<file path="src/rtl/my_counter_pkg.sv">
// Shared types and constants for the dual-implementation ones-counter.
package my_counter_pkg;

    localparam int CNT_W = 2;

    typedef logic [1:0] count_t;

    localparam count_t CNT_ZERO = 2'd0;
    localparam count_t CNT_MAX  = 2'd3;

endpackage

</file>
<file path="src/rtl/gate_level_my_counter.sv">
// Gate-level ones-counter: two chained XORs for sum, majority via and2/or3 for carry.
module gate_level_my_counter (
    input  logic a,
    input  logic b,
    input  logic c,
    output logic w0,
    output logic w1
);

    logic ab_x;
    logic ab_a;
    logic ac_a;
    logic bc_a;

    xor g_x0 (ab_x, a, b);
    xor g_x1 (w0, ab_x, c);

    and g_a0 (ab_a, a, b);
    and g_a1 (ac_a, a, c);
    and g_a2 (bc_a, b, c);
    or  g_o0 (w1, ab_a, ac_a, bc_a);

endmodule

</file>
<file path="src/rtl/my_counter.sv">
// Behavioural three-input ones-counter: {w1, w0} = a + b + c.
module my_counter
    import my_counter_pkg::*;
(
    input  logic a,
    input  logic b,
    input  logic c,
    output logic w0,
    output logic w1
);

    count_t sum_c;

    // Operands are zero-extended so the add is carried out at count width.
    assign sum_c    = {1'b0, a} + {1'b0, b} + {1'b0, c};
    assign {w1, w0} = sum_c;

endmodule

</file>
<file path="src/rtl/my_counter_dual.sv">
// Registered 3:2 compressor computed twice (behavioural and gate-level) with
// a per-cycle equivalence flag and a sticky flag held until reset.
module my_counter_dual
    import my_counter_pkg::*;
#(
    parameter int CNT_W = 2
) (
    input  logic             clk,
    input  logic             rst_n,
    input  logic             a,
    input  logic             b,
    input  logic             c,
    output logic             beh_sum,
    output logic             beh_carry,
    output logic             gl_sum,
    output logic             gl_carry,
    output logic [CNT_W-1:0] count,
    output logic             mismatch,
    output logic             mismatch_sticky
);

    logic   beh_w0;
    logic   beh_w1;
    logic   gl_w0;
    logic   gl_w1;

    count_t beh_d;
    count_t beh_q;
    count_t gl_d;
    count_t gl_q;
    logic   mis_d;
    logic   mis_q;
    logic   sticky_d;
    logic   sticky_q;

    my_counter u_beh (
        .a  (a),
        .b  (b),
        .c  (c),
        .w0 (beh_w0),
        .w1 (beh_w1)
    );

    gate_level_my_counter u_gl (
        .a  (a),
        .b  (b),
        .c  (c),
        .w0 (gl_w0),
        .w1 (gl_w1)
    );

    // Compare the combinational results so the flag lines up with the data it judges.
    assign beh_d    = {beh_w1, beh_w0};
    assign gl_d     = {gl_w1, gl_w0};
    assign mis_d    = (beh_d != gl_d);
    assign sticky_d = sticky_q | mis_d;

    always_ff @(posedge clk) begin
        if (!rst_n) begin
            beh_q    <= CNT_ZERO;
            gl_q     <= CNT_ZERO;
            mis_q    <= 1'b0;
            sticky_q <= 1'b0;
        end else begin
            beh_q    <= beh_d;
            gl_q     <= gl_d;
            mis_q    <= mis_d;
            sticky_q <= sticky_d;
        end
    end

    assign beh_sum         = beh_q[0];
    assign beh_carry       = beh_q[1];
    assign gl_sum          = gl_q[0];
    assign gl_carry        = gl_q[1];
    assign count           = CNT_W'(beh_q);
    assign mismatch        = mis_q;
    assign mismatch_sticky = sticky_q;

endmodule

</file>
<file path="config.mk">
export PLATFORM = sky130hd
export DESIGN_NAME = my_counter_dual
export DESIGN_NICKNAME = d
export VERILOG_FILES = /design/src/rtl/my_counter_pkg.sv /design/src/rtl/gate_level_my_counter.sv /design/src/rtl/my_counter.sv /design/src/rtl/my_counter_dual.sv
export SDC_FILE = /design/constraint.sdc
export NUM_CORES = 1
export LEC_CHECK = 0
export CAP_MARGIN = 5
export CORE_AREA = 2 2 39 41
export DETAILED_ROUTE_END_ITERATION = 8
export DIE_AREA = 0 0 41 43
export HOLD_SLACK_MARGIN = 0.05
export SLEW_MARGIN = 20
export SYNTH_ARGS = -nofsm -noshare
export SYNTH_HDL_FRONTEND = slang
export SYNTH_SLANG_ARGS = --single-unit
</file>
<file path="constraint.sdc">
create_clock -name clk -period 2.1 [get_ports clk]
set_input_delay 0.315 -clock clk [delete_from_list [all_inputs] [get_ports clk]]
set_output_delay 0.315 -clock clk [all_outputs]
set_load 0.02 [all_outputs]
</file>
=== Yosys cells after proc, flatten, opt, wreduce, memory -nomap -nowiden ===
Cells that the tools add are included.
W data, S select, Z words.

* Add/sub/neg operators: 2
* $mul: 0
* Divide/modulo/power cells: 0
* Order comparisons: 0
* Equality and inequality tests: 1
* Shifts and indexed selects: 0
* Multiplexer cells: 0
* Bitwise operators: 6
* Reductions and logical operators: 1

{| class="wikitable"
|+ Operator list
! operator !! count
|-
| $and A1 B1 Y1 || 3
|-
| $reduce_or A3 Y1 || 1
|-
| $add A1 B1 Y2 || 1
|-
| $add A2 B1 Y2 || 1
|-
| $ne A2 B2 Y1 || 1
|-
| $xor A1 B1 Y1 || 2
|-
| $or A1 B1 Y1 || 1
|}

* Flip-flop bits (word level): 6
* Latch bits: 0
* Bits in writable memories: 0
* Memory bits (read-only): 0
* Output and inout port bits: 8
* Memories kept: 0

=== Logic depth before layout (Yosys ltp) ===
* Depth in word-level cells: 4
* Mapped depth: 2
* Mapped depth without buffers: 2

=== Cells and area by module ===
A second synthesis with hierarchy kept.

* Cells, all modules: 20
* Area, all modules: 237.7 um^2

{| class="wikitable"
|+ Modules (own cells, without submodules)
! module !! instances !! cells each !! area an instance (um^2) !! seq. area each (um^2)
|-
| my_counter_dual || 1 || 18 || 197.7 || 120.1
|-
| gate_level_my_counter || 1 || 1 || 20.0 || 0.0
|-
| my_counter || 1 || 1 || 20.0 || 0.0
|}

=== Worst setup path after synthesis ===
Ideal clock, no wire load.

* Path type: input -> register
* Start: input port a
* End: register gl_q[0]
* Setup time: 0.115 ns
* Data arrival time: 0.907 ns
* Data required time: 1.985 ns
* Slack: 1.078 ns
* Stages: 2
* Cells stage by stage: fa_1 and2_1

* Longest elaborated chain between the ends: 2

{| class="wikitable"
|+ Ends and longest elaborated chain
! what !! RTL line !! source
|-
| start: declaration || my_counter_dual.sv:10 || <nowiki>input logic a,</nowiki>
|-
| $xor A1 B1 Y1 || gate_level_my_counter.sv:15 || <nowiki>xor g_x0 (ab_x, a, b);</nowiki>
|-
| $xor A1 B1 Y1 || gate_level_my_counter.sv:16 || <nowiki>xor g_x1 (w0, ab_x, c);</nowiki>
|-
| end signal: assignment || my_counter_dual.sv:66 || <nowiki>gl_q <= gl_d;</nowiki>
|-
| end: declaration || my_counter_dual.sv:30 || <nowiki>count_t gl_q;</nowiki>
|}

No other way between the ends.
A chain may end at the register's enable or synchronous reset.

==> qor_table.md <==
| Step | Quantity | This run |
| --- | --- | --- |
| cells and area | Fill cell instance count of the final layout | 147 |
| global routing | Total routing usage reported by global routing | 0.04217 |
| placed design | Number of buffers inserted by port buffering | 10 |
| critical path | Cell at the slowest stage of the critical path | sky130_fd_sc_hd__clkdlybuf4s50_1 |
| logic synthesis | Yosys reg bits | 2 |
| cells and area | Share of layout cells above drive strength 1 | 0.1500 |
| critical path | Cells along the critical path | clkdlybuf4s50_1 |
| placed design | Total placed cells including tap cells | 33 |
| detailed routing | Vias/cell | 2.667 |
| floorplan | Count of boundary I/O pins | 13 |
| clock network | Num Clock Sinks | 2 |
| status | Status | completed |
| clock network | TritonCTS clock tree | built |
| sta | Minimum clock period | 1.502 ns |
| job | Maximum capacitance violations | 0 |
| critical path | Critical path buffers and inverters | 1 |
| sta | Max Fclk | 0.6656 GHz |
| clock network | Maximum clock path buffer count | 2 |
| global routing | Initial antenna violation count | 0 |
| sta | Final setup TNS | 0 ns |
| logic synthesis | Cell Area, Synth | 121.4 um2 |
| pwr | Static leakage | 0.08714 nW |
| placed design | Post-placement cell area | 200.2 um2 |
| worst hold path | Tightest Hold Check Type | input port to register |
| detailed routing | Remaining design rule violation count | 0 |
| pwr | Power Dens Cells | 788.0 nW/um2 |
| clock network | Number of post-CTS setup repair buffers | 0 |
| sta | Setup violations, final | 0 |
| cells and area | Relative area change from synthesis to final layout | 83.51% |
| global routing | Via count of the first global-routing pass | 96 |
| floorplan | Area of the die | 1763 um2 |
| cells and area | Multi-input logic area | 40.04 um2 |
| worst hold path | Instance count along the most critical hold path | 2 |
| logic synthesis | Gate count after technology mapping | 12 |
| detailed routing | DRT Wirelength | 216 um |
| floorplan | Vertical die dimension | 43 um |
| logic synthesis | Post-synth top cells | sky130_fd_sc_hd__buf_4, sky130_fd_sc_hd__and2_1, sky130_fd_sc_hd__dfxtp_1, sky130_fd_sc_hd__conb_1, sky130_fd_sc_hd__fa_1 |
| critical path | Largest incremental delay on the critical path | 0.62 ns |
| clock network | Root buf cell | sky130_fd_sc_hd__clkbuf_4 |
| critical path | Highest net fanout along the worst path | 3 |
| logic synthesis | Share of the yosys chip area belonging to registers | 0.3299 |
| pwr | Peak supply drop | 0.2273 mV |
| critical path | Crit path arrival time | 1.19 ns |
| sta | Period utilization | 0.7154 |
| sta | Max-slew violation total from the final report | 0 |
| floorplan | Area inside the core boundary | 1384 um2 |
| logic synthesis | Yosys cell types | 5 |
| sta | Worst slack on hold paths | 0.6816 ns |
| sta | Final Hold Violating Endpoints | 0 |
| logic synthesis | Most area-consuming cells after synthesis | sky130_fd_sc_hd__buf_4, sky130_fd_sc_hd__dfxtp_1, sky130_fd_sc_hd__fa_1, sky130_fd_sc_hd__and2_1, sky130_fd_sc_hd__conb_1 |
| sta | RSZ-0062 raised after global routing | false |
| floorplan | Number of placement rows | 14 |
| floorplan | Chip Width | 41 um |
| logic synthesis | Number of enable-type register cells in the synthesized netlist | 0 |
| detailed routing | Via count | 96 |
| clock network | Hold_buf cts | 0 |
| critical path | Crit. End Element | primary output |
| cells and area | Post-route standard cell area excluding fillers | 222.7 um2 |
| logic synthesis | Mapped Avg Cell Area | 10.11 um2 |
| cells and area | Post-layout instance count excluding filler cells | 36 |
| critical path | CP Depth | 1 |
| critical path | Top delay family on crit path | buffers and inverters |
| global routing | Global-route wire length before repair | 365 um |
| cells and area | Final antenna diode count | 0 |
| placed design | Final RePlAce weighted congestion | 0.5247 |
| cells and area | Final-stage net count | 28 |
| clock network | Clock edge transition at the registers on the reported setup and hold paths | 0.03 ns |
| critical path | Sort of element at the start of the critical path | register |
| logic synthesis | Post-synth top area share | 0.3711 |
| detailed routing | Antenna-violating nets left | 0 |
| pwr | Total Power Consumption | 0.1755 mW |
| logic synthesis | Synth warnings | 0 |
| cells and area | Register cell area after layout | 40.04 um2 |
| clock network | TritonCTS Buffers | 3 |
| global routing | Overall overflow remaining after global route | 0 |
| clock network | H-tree level count | 1 |
| logic synthesis | Cell accounting for the most synthesized area | sky130_fd_sc_hd__buf_4 |
| critical path | Req. time, crit path | 1.78 ns |
| detailed routing | Number of detailed-routing iterations run before antenna repair | 1 |
| floorplan | Starting utilization of the core area | 0.08770 |
| logic synthesis | Post-synthesis async set-or-reset flop share | 0 |
| global routing | Largest net degree at the start of global routing | 4 |
| detailed routing | Drt initial violations | 0 |
| critical path | Worst Path Class, Setup | register to primary output |
| detailed routing | Average wire length per cell after detail routing | 6.000 um |
| logic synthesis | Most numerous cell in the Yosys netlist | sky130_fd_sc_hd__buf_4 |
| clock network | PostCTS Resize Cnt | 0 |
| logic synthesis | Most common flop cell mapped by yosys | sky130_fd_sc_hd__dfxtp_1 |
[path summary, 6_finish.rpt]
kind	startpoint	end
worst max-delay path	count[1]	gl_carry
worst min-delay path	rst_n	gl_q[0]
[where the power goes]
part | total (mW) | leakage [nW] | switching (mW) | internal (mW)
Clock | 0.0846 | 0.0138 | 0.0216 | 0.0630
Sequential | 0.0445 | 0.0167 | 0.00274 | 0.0417
Combinational | 0.0464 | 0.0567 | 0.0217 | 0.0247
Total | 0.175 | 0.0871 | 0.0460 | 0.129
[cell usage in the layout (no fill, tap or decap)]
master,Yosys,final
sky130_fd_sc_hd__clkdlybuf4s50_1,0,10
sky130_fd_sc_hd__clkbuf_4,0,3
sky130_fd_sc_hd__fa_1,1,1
sky130_fd_sc_hd__dfxtp_1,2,2
sky130_fd_sc_hd__conb_1,1,2
sky130_fd_sc_hd__and2_1,2,2
[flip-flops by register name, summed over array words and instances (netlist names)]
name	count
gl_q	1
count	1
[layout make-up]
cell class	instances	share of cell area
tap	16	0.08989
multi-input combinational	5	0.1798
timing repair buffer	10	0.4494
clock buffer	3	0.1011
sequential	2	0.1798
[routing by layer]
metal | GRT usage | up-vias | wire (um)
li1 | - | 43 | -
met1 | 0.02572 | 39 | 81
met2 | 0.04063 | 14 | 79
met3 | 0.06283 | 0 | 54
met4 | 0.06000 | 0 | 0
met5 | 0 | - | 0
[per-stage QoR]
step | setup slack [ns] | utilization
floorplan | 1.078 | -
global placement | 0.6234 | 0.1447
detailed placement | 0.6199 | 0.1447
CTS | 0.5765 | 0.1609
global route | 0.5401 | 0.1609
finish | 0.5976 | 0.1609
[kinds of logic (layout without fill, tap and decap cells)]
| logic type | after synthesis | in the layout | share of synthesized area |
|---|---|---|---|
| buffers and inverters | 6 | 13 | 0.3711 |
| AND/OR/NAND/NOR | 2 | 2 | 0.1031 |
| flip-flops | 2 | 2 | 0.3299 |
| adder cells (fa/ha/maj) | 1 | 1 | 0.1650 |
| other | 1 | 2 | 0.03090 |
(Power assumes the default switching activity.)
